==> src/rtl/rounding_pkg.sv <==
// rtl/rounding_pkg.sv - shared constants and state type for the fp multiplier datapath
`timescale 1ns/1ps
package rounding_pkg;
  localparam int FP_BIAS    = 127;
  localparam int MULT_STEPS = 24;

  typedef enum logic [1:0] {IDLE, MULT, NORM, DONE} mult_state_t;
endpackage

==> src/rtl/mult_normalize.sv <==
// rtl/mult_normalize.sv - combinational product normaliser feeding the NORM output registers
`timescale 1ns/1ps
module mult_normalize (
  input  logic [47:0] product,
  input  logic [9:0]  base_exp,
  input  logic        zero_flag,
  output logic [9:0]  exponent,
  output logic [23:0] mantissa,
  output logic        guard,
  output logic        sticky
);

  // Pick the 24-bit window under the leading one; zero operands force all fields to 0
  always_comb begin
    exponent = 10'd0;
    mantissa = 24'd0;
    guard    = 1'b0;
    sticky   = 1'b0;
    if (!zero_flag) begin
      if (product[47]) begin
        mantissa = product[47:24];
        guard    = product[23];
        sticky   = |product[22:0];
        exponent = base_exp + 10'd1;
      end else begin
        mantissa = product[46:23];
        guard    = product[22];
        sticky   = |product[21:0];
        exponent = base_exp;
      end
    end
  end

endmodule

==> src/rtl/fp_mult_core.sv <==
// rtl/fp_mult_core.sv - iterative binary32 significand multiplier and normaliser
`timescale 1ns/1ps
module fp_mult_core
  import rounding_pkg::*;
(
  input  logic        clk,
  input  logic        rst_n,
  input  logic [31:0] a,
  input  logic [31:0] b,
  input  logic        in_valid,
  output logic        in_ready,
  output logic        out_valid,
  input  logic        out_ready,
  output logic        pipe_sign,
  output logic [9:0]  pipe_exponent,
  output logic [23:0] pipe_mantissa,
  output logic        pipe_guard,
  output logic        pipe_sticky
);

  localparam logic [9:0] BIAS10    = 10'(FP_BIAS);
  localparam logic [4:0] LAST_STEP = 5'(MULT_STEPS - 1);

  mult_state_t state, next_state;

  logic [23:0] sig_a, sig_b;
  logic [7:0]  exp_a, exp_b;
  logic        zero_flag;
  logic        sign_r;
  logic [47:0] product;
  logic [4:0]  step;

  logic [47:0] partial;
  logic [9:0]  base_exp;
  logic [9:0]  norm_exp;
  logic [23:0] norm_mant;
  logic        norm_guard, norm_sticky;

  assign in_ready = (state == IDLE);
  assign partial  = {24'd0, sig_a} << step;
  assign base_exp = {2'b00, exp_a} + {2'b00, exp_b} - BIAS10;

  mult_normalize u_norm (
    .product   (product),
    .base_exp  (base_exp),
    .zero_flag (zero_flag),
    .exponent  (norm_exp),
    .mantissa  (norm_mant),
    .guard     (norm_guard),
    .sticky    (norm_sticky)
  );

  // State register
  always_ff @(posedge clk or negedge rst_n) begin
    if (!rst_n) state <= IDLE;
    else        state <= next_state;
  end

  // Next-state: accept, fixed 24-step multiply, one normalise cycle, hold until consumed
  always_comb begin
    next_state = state;
    case (state)
      IDLE: if (in_valid)           next_state = MULT;
      MULT: if (step == LAST_STEP)  next_state = NORM;
      NORM:                         next_state = DONE;
      DONE: if (out_ready)          next_state = IDLE;
      default:                      next_state = IDLE;
    endcase
  end

  // Operand capture and shift-add accumulation
  always_ff @(posedge clk or negedge rst_n) begin
    if (!rst_n) begin
      sig_a     <= 24'd0;
      sig_b     <= 24'd0;
      exp_a     <= 8'd0;
      exp_b     <= 8'd0;
      zero_flag <= 1'b0;
      sign_r    <= 1'b0;
      product   <= 48'd0;
      step      <= 5'd0;
    end else if (state == IDLE && in_valid) begin
      sig_a     <= {|a[30:23], a[22:0]};
      sig_b     <= {|b[30:23], b[22:0]};
      exp_a     <= a[30:23];
      exp_b     <= b[30:23];
      zero_flag <= (a[30:23] == 8'd0) || (b[30:23] == 8'd0);
      sign_r    <= a[31] ^ b[31];
      product   <= 48'd0;
      step      <= 5'd0;
    end else if (state == MULT) begin
      if (sig_b[step]) product <= product + partial;
      step <= step + 5'd1;
    end
  end

  // Result registers load once in NORM and then hold through DONE
  always_ff @(posedge clk or negedge rst_n) begin
    if (!rst_n) begin
      pipe_sign     <= 1'b0;
      pipe_exponent <= 10'd0;
      pipe_mantissa <= 24'd0;
      pipe_guard    <= 1'b0;
      pipe_sticky   <= 1'b0;
    end else if (state == NORM) begin
      pipe_sign     <= sign_r;
      pipe_exponent <= norm_exp;
      pipe_mantissa <= norm_mant;
      pipe_guard    <= norm_guard;
      pipe_sticky   <= norm_sticky;
    end
  end

  // Registered valid mirrors residency in DONE
  always_ff @(posedge clk or negedge rst_n) begin
    if (!rst_n) out_valid <= 1'b0;
    else        out_valid <= (next_state == DONE);
  end

endmodule

==> config.mk <==
export PLATFORM = sky130hd
export DESIGN_NAME = fp_mult_core
export DESIGN_NICKNAME = d
export VERILOG_FILES = /design/src/rtl/rounding_pkg.sv /design/src/rtl/mult_normalize.sv /design/src/rtl/fp_mult_core.sv
export SDC_FILE = /design/constraint.sdc
export NUM_CORES = 1
export LEC_CHECK = 0
export ABC_AREA = 1
export BUFFER_PORTS_ARGS = -buffer_cell sky130_fd_sc_hd__buf_2
export CAP_MARGIN = 15
export CELL_PAD_IN_SITES_DETAIL_PLACEMENT = 1
export CELL_PAD_IN_SITES_GLOBAL_PLACEMENT = 2
export CORE_UTILIZATION = 31
export CTS_BUF_LIST = sky130_fd_sc_hd__clkbuf_2
export DETAILED_ROUTE_END_ITERATION = 10
export PLACE_DENSITY_LB_ADDON = 0.08
export SETUP_SLACK_MARGIN = 0.3
export SLEW_MARGIN = 20
export SYNTH_ARGS = -nofsm -noshare
export SYNTH_HDL_FRONTEND = slang
export SYNTH_SLANG_ARGS = --single-unit
==> constraint.sdc <==
create_clock -name clk -period 2.85 [get_ports clk]
set_input_delay 0.7125 -clock clk [delete_from_list [all_inputs] [get_ports clk]]
set_output_delay 0.7125 -clock clk [all_outputs]
set_load 0.01 [all_outputs]
==> metrics.md <==
| Metric | Value |
|---|---|
| Status | finished, violations left |
| Failing checks | setup timing |
| Top delay family on crit path | simple AND/OR/NAND/NOR gates |
| Initial antenna violation count | 3 |
| Routed Antenna Nets | 0 |
| Fill cells | slightly above 5000 |
| Congestion Overflow GR | 0 |
| RSZ-0062 raised after global routing | true |
| Routed WL per cell | 18.37 µm |
| Post-synth EDFFs | 0 |
| Gpl congestion | roughly 0.91 |
| Core area | between 40000 and 50000 µm² |
| Worst path buffer plus inverter count | 3 |
| Slew Limit Fails | 0 |
| Synth area leader | dfrtp_1 |
| I/O Buffers | around 110 |
| Cell types occupying the most area after synthesis | dfrtp_1 31%, nand2_1 25%, inv_1 7.9% |
| Mapped Area | approximately 13000 µm² |
| Share of the synthesized area in the top cell type | 0.3110 |
| Clk buf depth | 2 |
| Most frequent cells after synthesis | 844 x nand2_1, 270 x inv_1, 159 x dfrtp_1 |
| Worst setup EP type | flop |
| Cell with the most instances after synthesis | nand2_1 |
| Post-Synthesis Cells | about 2000 |
| CTS tree | built |
| Final wirelength | between 50 and 60 mm |
| #FFs+latches synth | about 160 |
| Cell mode on critical path | nand2_2 |
| Clock latency on the worst-skew pair | between 1 and 1.5 ns |
| CP required | 3.80 ns |
| First-pass GRT wire length | between 80 and 90 mm |
| Worst-Margin Slew | ~0.80 ns |
| Startpoint Class | flop |
| Sequential area share after synthesis | 0.3110 |
| Total of max-cap violations | 0 |
| CP Cell Sequence | buf_6, or2_4, o21ai_4, buf_6, o21ai_4, nand2_2, o21ai_2, or2_1, nand3_1, nand2_2, ha_4, nand2_2, nand2_2, nand2_2, nand2_4, buf_6, a21oi_4, nand3_4, nand2_4, nand2_1, nand2_1, nand3_1, nand2_1 |
| Root Driver | clkbuf_2 |
| Syn Nets | roughly 2200 |
| CTS Buf Count | 17 |
| CP max stage cell | dfrtp_2 |
| Max_slew headroom | 0.4680 |
| Fmax | around 0.30 GHz |
| Die width | 205.1 µm |
| Largest net degree at the start of global routing | 88 |
| Worst Clk Skew | 0.05749 ns |
| Critical path fanouts, max | 8 |
| H-tree depth | 4 |
| Tmin final | 3.359 ns |
| Fin crit share | 1.179 |
| Hold WC Path Type | in -> async |
| Setup-failing EPs final | 41 |
| CP arrival | about 4.3 ns |
| Share of cells above drive strength 1 | 0.3920 |
| Largest stage delay, worst path | 0.56 ns |
| Global-route usage over all layers | 0.2626 |
| Vias/cell | 4.850 |
| Initial core utilization | 0.3140 |
| Final Hold Vio Count | 0 |
| Post-route DRC | 0 |
| Vias in the first global route | roughly 15000 |
| Non-Filler Instances | 2989 |
| Synthesized area per cell | approximately 6.3 µm² |
| Final WS setup | -0.5091 ns |
| Main synth FF type | dfrtp_1 |
| DR vias | roughly 14000 |
| Initial drt markers | 567 |
| Placed cell count | roughly 2800 |
| Synth cell types | 45 |
| Top Ports | around 110 |
| Die height | roughly 210 µm |
| Final HPWL DP | 40.84 mm |
| Worst-path clk slew | roughly 0.32 ns |
| Asr flop ratio synth | 1.000 |
| WS Path Type | reg -> reg |
| Nets | approximately 2600 |
| Layout Area Growth over Synthesis | 55.39% |
| DRT Pass-1 Iters | 4 |
| CTS Sinks | about 160 |
| Rows | 74 |
| Die ar. | ~42000 µm² |
| Synthesis warning total | 0 |
## registers in the layout, indices dropped and copies added (netlist names)
name,count
product,48
zero_flag,1
pipe_guard,1
out_valid,1
sig_a,24
pipe_mantissa,24
sig_b,24
exp_b,8
step,5
exp_a,8
pipe_sign,1
pipe_sticky,1
pipe_exponent,10
sign_r,1
state,2
## logic make-up (layout without fill, tap and decap cells)
logic type,after synthesis,after routing,synth area share
xor+xnor,27,27,0.01849
mux,33,33,0.02582
compound gates,210,210,0.09106
fa+ha+maj,66,66,0.06573
flops,159,159,0.3110
other cells,0,3,0
simple gates,1190,1191,0.3785
buf+inv,340,768,0.1094
## metrics by stage
step | util | hold WS [ns] | setup WS (ns) | TNS [ns] | cell area (µm²)
after detailed placement | 0.3880 | 0.4668 | -0.7499 | -22.08 | 15810
after CTS | 0.4488 | 0.03185 | -0.4633 | -13.62 | 18290
final | 0.4879 | 0.1411 | -0.5091 | -15.56 | 19880
after global routing | 0.4879 | 0.05746 | -0.6588 | -22.29 | 19880
after global placement | 0.3880 | 0.4618 | -0.7197 | -20.65 | 15810
after floorplan | - | 0.4169 | 0.002998 | 0 | 13120
## cells in the final DEF, fill, tap and decap left out, types with 43 or more instances in the layout
cell           instances
nand2_1              653
buf_4                236
inv_1                228
dfrtp_1              157
nand2_2              130
buf_2                105
nand3_1               97
dlygate4sd3_1         66
nand2_4               62
nor2_1                56
o21ai_0               56
nor2_4                49
o21ai_2               43
## layout make-up
class / count / area (µm²) / area share
antenna: 3 / 7.507 / 0.0003777
tap: 532 / 665.6 / 0.03349
clock buffer: 17 / 85.08 / 0.004280
timing repair buffer: 461 / 3710 / 0.1866
clock inverter: 15 / 142.6 / 0.007176
inverter: 274 / 1055 / 0.05306
multi-input combinational: 1527 / 10220 / 0.5143
sequential: 159 / 3981 / 0.2003
timing repair inverter: 1 / 8.758 / 0.0004406
## path summary, 6_finish.rpt
check | cells past startpoint | slack [ns] | endpoint | from
max in group asynchronous | 3 | 1.97 | product[18]$_DFFE_PN0P_ | rst_n
max | 23 | -0.51 | product[40]$_DFFE_PN0P_ | step[0]$_DFFE_PN0P_
max reg2reg | 23 | -0.51 | product[40]$_DFFE_PN0P_ | step[0]$_DFFE_PN0P_
min reg2reg | 2 | 0.52 | pipe_mantissa[22]$_DFFE_PN0P_ | pipe_mantissa[22]$_DFFE_PN0P_
min | 2 | 0.14 | exp_b[3]$_DFFE_PN0P_ | rst_n
min in group clk | 5 | 0.22 | exp_b[2]$_DFFE_PN0P_ | in_valid
## metal layers
layer  global-route usage  part of all wire
met4              0.08730             0.027
met5                    0                 0
met2               0.4589              0.50
met3              0.03579             0.028
met1               0.3299              0.44
## timing repair
action / in CTS / in global routing
buffers inserted: 24 / 29
resized for setup: 334 / 341
pin swaps: 45 / 148
setup endpoints to repair: 50 / 79
cloned: 2 / 4
hold buffers: 66 / 0
hold endpoints to repair: 227 / 0
Power is left out: the tool's default activity adds up to more than one toggle a clock period on the data nets, which glitch-free logic cannot reach.
